**config.mk**
```make
export PLATFORM = sky130hd
export DESIGN_NAME = svreal_mac_acc
export DESIGN_NICKNAME = d
export VERILOG_FILES = /design/src/rtl/svreal_mac_acc.sv
export SDC_FILE = /design/constraint.sdc
export NUM_CORES = 1
export LEC_CHECK = 0
export ABC_CLOCK_PERIOD_IN_PS = 6060
export CAP_MARGIN = 5
export CORE_UTILIZATION = 65
export DETAILED_ROUTE_END_ITERATION = 6
export PLACE_DENSITY = 0.91
export SETUP_SLACK_MARGIN = 0.2
export SLEW_MARGIN = 10
export SYNTH_ARGS = -nofsm -noshare
export SYNTH_HDL_FRONTEND = slang
export SYNTH_SLANG_ARGS = --single-unit
export TNS_END_PERCENT = 50
```
**constraint.sdc**
```tcl
create_clock -name clk_ext -period 6.06 [get_ports clk_ext]
set_input_delay 0.909 -clock clk_ext [delete_from_list [all_inputs] [get_ports clk_ext]]
set_output_delay 0.909 -clock clk_ext [all_outputs]
set_load 0.02 [all_outputs]
```
**src/rtl/svreal_mac_acc.sv**
```systemverilog
// svreal_mac_acc: framed fixed-point multiply-accumulate, LEN samples per frame.
// Ports: clk_ext, rst_ext (async, high), ce_ext; in_valid/in_ready, a_in, b_in;
//        out_valid/out_ready, out_o (exponent EXP_O), ovf_o (frame overflow).
// Macro SVREAL_MAC_SAT_EN: saturate out-of-range results instead of wrapping.
module svreal_mac_acc #(
   parameter int WIDTH_A = 16,
   parameter int EXP_A   = -8,
   parameter int WIDTH_B = 17,
   parameter int EXP_B   = -9,
   parameter int WIDTH_O = 18,
   parameter int EXP_O   = -10,
   parameter int LEN     = 8
) (
   input  logic                      clk_ext,
   input  logic                      rst_ext,
   input  logic                      ce_ext,
   input  logic                      in_valid,
   output logic                      in_ready,
   input  logic signed [WIDTH_A-1:0] a_in,
   input  logic signed [WIDTH_B-1:0] b_in,
   output logic                      out_valid,
   input  logic                      out_ready,
   output logic signed [WIDTH_O-1:0] out_o,
   output logic                      ovf_o
);

   localparam int PW  = WIDTH_A + WIDTH_B;
   localparam int CW  = $clog2(LEN);
   localparam int AW  = PW + CW;
   localparam int SH  = EXP_O - (EXP_A + EXP_B);
   localparam int NSH = (SH < 0) ? -SH : 0;
   localparam int SW  = AW + NSH;

   typedef enum logic [1:0] {ACCUM, FLUSH, DONE} state_t;

   state_t state, state_nxt;

   logic                 accept;
   logic                 flush_end;
   logic                 out_take;
   logic                 last;
   logic [CW-1:0]        cnt;
   logic signed [PW-1:0] prod;
   logic                 pvalid;
   logic signed [AW-1:0] acc;
   logic signed [SW-1:0] shv;
   logic signed [WIDTH_O-1:0] fit;
   logic                 ovf;

   assign last = (cnt == CW'(LEN - 1));

   always_ff @(posedge clk_ext or posedge rst_ext) begin
      if (rst_ext) begin
         state <= ACCUM;
      end else if (ce_ext) begin
         state <= state_nxt;
      end
   end

   // FLUSH waits until the final product has been folded into acc,
   // so the result register is loaded from a complete sum.
   always_comb begin
      state_nxt = state;
      in_ready  = 1'b0;
      out_valid = 1'b0;
      accept    = 1'b0;
      flush_end = 1'b0;
      out_take  = 1'b0;
      unique case (state)
         ACCUM: begin
            in_ready = 1'b1;
            accept   = in_valid;
            if (in_valid && last) begin
               state_nxt = FLUSH;
            end
         end
         FLUSH: begin
            if (!pvalid) begin
               flush_end = 1'b1;
               state_nxt = DONE;
            end
         end
         DONE: begin
            out_valid = 1'b1;
            if (out_ready) begin
               out_take  = 1'b1;
               state_nxt = ACCUM;
            end
         end
         default: state_nxt = ACCUM;
      endcase
   end

   always_ff @(posedge clk_ext or posedge rst_ext) begin
      if (rst_ext) begin
         cnt    <= '0;
         prod   <= '0;
         pvalid <= 1'b0;
         acc    <= '0;
         out_o  <= '0;
         ovf_o  <= 1'b0;
      end else if (ce_ext) begin
         pvalid <= accept;
         if (accept) begin
            prod <= PW'(a_in) * PW'(b_in);
            cnt  <= last ? '0 : cnt + CW'(1);
         end
         if (out_take) begin
            acc <= '0;
         end else if (pvalid) begin
            acc <= acc + AW'(prod);
         end
         if (flush_end) begin
            out_o <= fit;
            ovf_o <= ovf;
         end
      end
   end

   // Align the accumulator to the output exponent. A right shift floors;
   // a left shift widens so no bits are lost before the range check.
   generate
      if (SH >= 0) begin : g_rsh
         assign shv = acc >>> SH;
      end else begin : g_lsh
         assign shv = {acc, {NSH{1'b0}}};
      end
   endgenerate

   // In range iff all bits from the output sign bit upward agree.
   generate
      if (SW > WIDTH_O) begin : g_fit
         logic [SW-WIDTH_O:0] hi;
         assign hi  = shv[SW-1:WIDTH_O-1];
         assign ovf = !((&hi) || !(|hi));
`ifdef SVREAL_MAC_SAT_EN
         localparam logic signed [WIDTH_O-1:0] MAXV = {1'b0, {(WIDTH_O-1){1'b1}}};
         localparam logic signed [WIDTH_O-1:0] MINV = {1'b1, {(WIDTH_O-1){1'b0}}};
         assign fit = ovf ? (shv[SW-1] ? MINV : MAXV) : shv[WIDTH_O-1:0];
`else
         assign fit = shv[WIDTH_O-1:0];
`endif
      end else begin : g_ext
         assign ovf = 1'b0;
         assign fit = WIDTH_O'(shv);
      end
   endgenerate

endmodule

```
# == Word level (Yosys, flattened, before mapping) ==
# Index checks and enable logic that the tools add are counted.
# op_classes
n_addsub,2
n_mul,1
eq_ne,6
n_mux,14
reduce_logical,12
# op_table
operator,n
36-bit two-way mux,2
36-bit by 33-bit adder with 36-bit output,1
16-bit by 17-bit multiplier with 33-bit output,1
12-bit AND reduction,1
12-bit OR reduction,1
1-bit two-way mux,7
2-bit two-way mux,3
"2-bit != test, second input constant",3
2-bit case mux with 3 select lines,1
2-bit AND reduction,3
4-bit AND reduction,1
"3-bit by 1-bit adder with 3-bit output, second input constant",1
"3-bit equality test, second input constant",1
3-bit two-way mux,1
"2-bit by 1-bit equality test with 1-bit output, second input constant",1
"2-bit equality test, second input constant",1
1-bit logical NOT,2
2-bit logical NOT,1
2-bit nonzero test,1
1-bit logical AND,1
1-bit logical OR,1
# word_totals
register_bits,94
in_bits,38
word_cells,42

# == Longest topological paths before layout ==
# Gate-level depths: netlist (run 1).
# logic_depth
ltp_word,4
ltp_mapped,24
depth_no_buf,22

# == Worst setup path after synthesis (run 1) ==
# Ideal clock, no wire load.
# synth_path
path_type,in2reg
start,input port a_in[7]
end,register prod[30]
setup_ns,0.125
t_arrival_ns,6.836
required_ns,5.935
path_slack_ns,-0.901
cell_stages,22
cell_sequence,clkbuf_1 clkbuf_1 nand2_1 fa_1 inv_1 fa_1 fa_1 fa_1 fa_1 inv_1 fa_1 inv_1 ha_1 and3_2 a22oi_1 nand2_1 a221o_1 a221o_2 a211o_1 a21oi_2 xnor2_1 mux2_4
# synth_via
elab_chain_cells,1
# synth_rtl
element,line,source
"start, declared",19,"input logic signed [WIDTH_A-1:0] a_in,"
16-bit by 17-bit multiplier with 33-bit output,105,prod <= PW'(a_in) * PW'(b_in);
"end signal, assigned",105,
"end, declared",43,logic signed [PW-1:0] prod;
# No other way between the ends.
# A chain may end at the register's enable or synchronous reset.

# == Final worst setup path (run 1) ==
# layout_path
start,input port b_in[1]
end,register prod[28]
# layout_via
elab_chain_cells,1
# layout_rtl
element,line,source
"start, declared",20,"input logic signed [WIDTH_B-1:0] b_in,"
16-bit by 17-bit multiplier with 33-bit output,105,
# No other way between the ends.

==> results_dict.tcl, run 1 <==
set metrics [dict create \
    grt_pass1_wl_microns 76300 \
    cts.reportedPaths.clkPinSlew_ns 0.07 \
    finalSetupTns_ns -16.04 \
    rsz0062_at_grt "true" \
    layout_common_cells "inv_1, fa_1, nand2_1, buf_4" \
    yosysTopAreaCellShare 0.357 \
    clock_path_buffers 2 \
    vias 14828 \
    ys_ff_latch 94 \
    cts-htree-levels 3 \
    ioPinCount 59 \
    slowest_delay_ns 0.59 \
    yosys-top-cells-area "fa_1, dfrtp_1, ha_1" \
    crit_top_cell "fa_2" \
    grt_pass1_vias 14862 \
    drc 145 \
    nNetsFinal 2360 \
    slew_headroom 0.475 \
    antenna_found_initial 1 \
    drt-total-wl_microns 57100 \
    period_needed_ns 7.31 \
    crit_arrival_ns 7.54 \
    fp-row-count 56 \
    die_h_microns 157 \
    hold_slack_ns 0.488 \
    start_util 0.662 \
    path_cells "dlygate4sd2_1 > nand2_4 > fa_2 > fa_2 > inv_2 > fa_2 > fa_2 > fa_1 > inv_2 > fa_1 > inv_1 > ha_2 > a21o_1 > a22oi_2 > nand2_1 > a221o_1 > a221o_2 > buf_6 > buf_6 > a21o_2 > a211oi_2 > o21ai_1" \
    hold_violations 0 \
    synth_area_per_cell_sq_um 9.22 \
    worstSetupPathType "primary input to flop" \
    portBuffers 58 \
    postSynthCellCount 1686 \
    place_hpwl_microns 32500 \
    overflow 0 \
    netlist_area_sq_mm 0.0155 \
    slew_viol_final 0 \
    period_share 1.21 \
    timing.fmax_ghz 0.137 \
    drtIter0Drc 1976 \
    cts_tree "done" \
    maxCapViolations 0 \
    final_area_sq_mm 0.0191 \
    layout_commonest_cell "inv_1" \
    drive_above_1_share 0.243 \
    vias_per_cell 6.60 \
    finalSetupViolCount 20 \
    die_x_microns 157 \
    grt_max_degree 68 \
    dieArea_sq_mm 0.0245 \
    coreArea_sq_mm 0.0235 \
    place_congestion 0.960 \
    dpl_cell_area_sq_mm 0.0177 \
    end_kind "flop" \
    holdBufCountCts 0 \
    clkSinkCount 94 \
    insertion_delay_ns 0.35 \
    ys_seq_area_frac 0.151 \
    fin_skew_ns 0.00799 \
    required_ns 6.30 \
    firstDrtPassIters 7 \
    grtUsageTotal 0.410 \
    ys.flop_type "dfrtp_1" \
    diodes 0 \
    yosys_warnings 0 \
    worst_pin_slew_ns 0.787 \
    ys_types 66 \
    async_reset_ff_frac 1.00 \
    cpMaxStageDelayCell "fa_2" \
    synth-edff-count 0 \
    syn_nets 2122 \
    ant_nets 0 \
    area_delta_synth_final_pct 22.9 \
    avgRoutedWirePerCell_microns 25.4 \
    cp-start-kind "primary input" \
    clock-root-buffer "clkbuf_16" \
    status "complete, but fails checks" \
    cts_made_buffers 9 \
    critPathMaxFanout 3 \
    violations "DRC, setup timing" \
    hold_path_class "flop to flop" \
    synth.largest_area_cell "fa_1" \
    setup_slack_ns -1.25 \
]
==> per-layer routing <==
metal	share of wire	track usage
met1	0.31	0.475
met5	0.0017	0
met4	0.11	0.299
met3	0.14	0.0928
met2	0.43	0.672
==> cell usage after synthesis, types with 24 or more instances <==
cell	n
nand2_1	226
dfrtp_1	94
clkbuf_1	57
nor2_1	41
and2_1	134
o21ai_0	80
ha_1	121
inv_1	326
a21oi_1	47
fa_1	277
a21o_1	24
xor2_1	24
xnor2_1	32
==> cells by family after synthesis <==
logic type / synth area share
AO/OA/AOI/OAI: 0.103
XOR/XNOR: 0.0315
adder cells (fa/ha/maj): 0.454
buffers and inverters: 0.0936
flip-flops: 0.151
multiplexers: 0.0159
AND/OR/NAND/NOR: 0.151
==> worst max-delay path: cells and delay by family <==
| kind | cells | cell delay, ns |
|---|---|---|
| adders and majority gates | 7 | 3.38 |
| buffers and inverters | 6 | 0.97 |
| and+or+nand+nor | 2 | 0.31 |
| AOI/OAI and AO/OA | 7 | 1.96 |
==> stage by stage <==
step	instances	util	setup slack, ns
floorplan	1686	-	-0.464
global placement	2170	0.756	-1.13
detailed placement	2170	0.756	-1.32
CTS	2235	0.796	-0.451
global route	2248	0.814	-1.22
finish	2248	0.814	-1.25
==> sequential cells by signal, summed over array words and instances (netlist names) <==
register  cells
cnt           3
pvalid        1
prod         33
ovf_o         1
state         2
acc          36
out_o        18
==> final timing paths <==
check	start	to	slack (ns)	cells past startpoint
worst max-delay path	b_in[1]	prod[28]	-1.25	22
worst min-delay path	acc[4]	acc[4]	0.49	2
worst max register to register	prod[0]	acc[28]	2.56	11
worst min register to register	acc[4]	acc[4]	0.49	2
max in group asynchronous	rst_ext	out_o[2]	3.97	3
min in group asynchronous	rst_ext	ovf_o	1.00	2
==> repair_timing <==
item | CTS | global route
gates cloned | 1 | 0
setup buffers | 48 | 13
resized for setup | 231 | 105
endpoints found under the hold margin | 0 | 0
endpoints found under the setup margin | 22 | 22
pin swaps | 80 | 61
==> layout make-up <==
| type | instances | area [sq um] |
|---|---|---|
| Fill cell | 1141 | 4360 |
| Multi-Input combinational cell | 1206 | 12400 |
| Sequential cell | 94 | 2350 |
| Clock inverter | 6 | 85.1 |
| Inverter | 326 | 1220 |
| Timing Repair Buffer | 287 | 2450 |
| Tap cell | 319 | 399 |
| Clock buffer | 10 | 239 |
Power of run 1 is left out: the tool's default activity adds up to more than one toggle a clock period on the data nets, which glitch-free logic cannot reach.
==> run 2: changes to the inputs <==
--- a/config.mk
+++ b/config.mk
@@ -13,3 +13,2 @@
 export SETUP_SLACK_MARGIN = 0.2
-export SLEW_MARGIN = 10
 export SYNTH_ARGS = -nofsm -noshare
--- a/constraint.sdc
+++ b/constraint.sdc
@@ -3,2 +3,2 @@
 set_output_delay 0.909 -clock clk_ext [all_outputs]
-set_load 0.02 [all_outputs]
+set_load 0.005 [all_outputs]
==> results of run 2 <==
Final layout, timing and power as in run 1 (identical DEF).
Power of run 2 is left out for the same reason.
==> run 3: changes to the inputs <==
SLEW_MARGIN = 20   (was not set)
==> results of run 3 <==
Final layout, timing and power as in run 1 (identical DEF).
Power of run 3 is left out for the same reason.
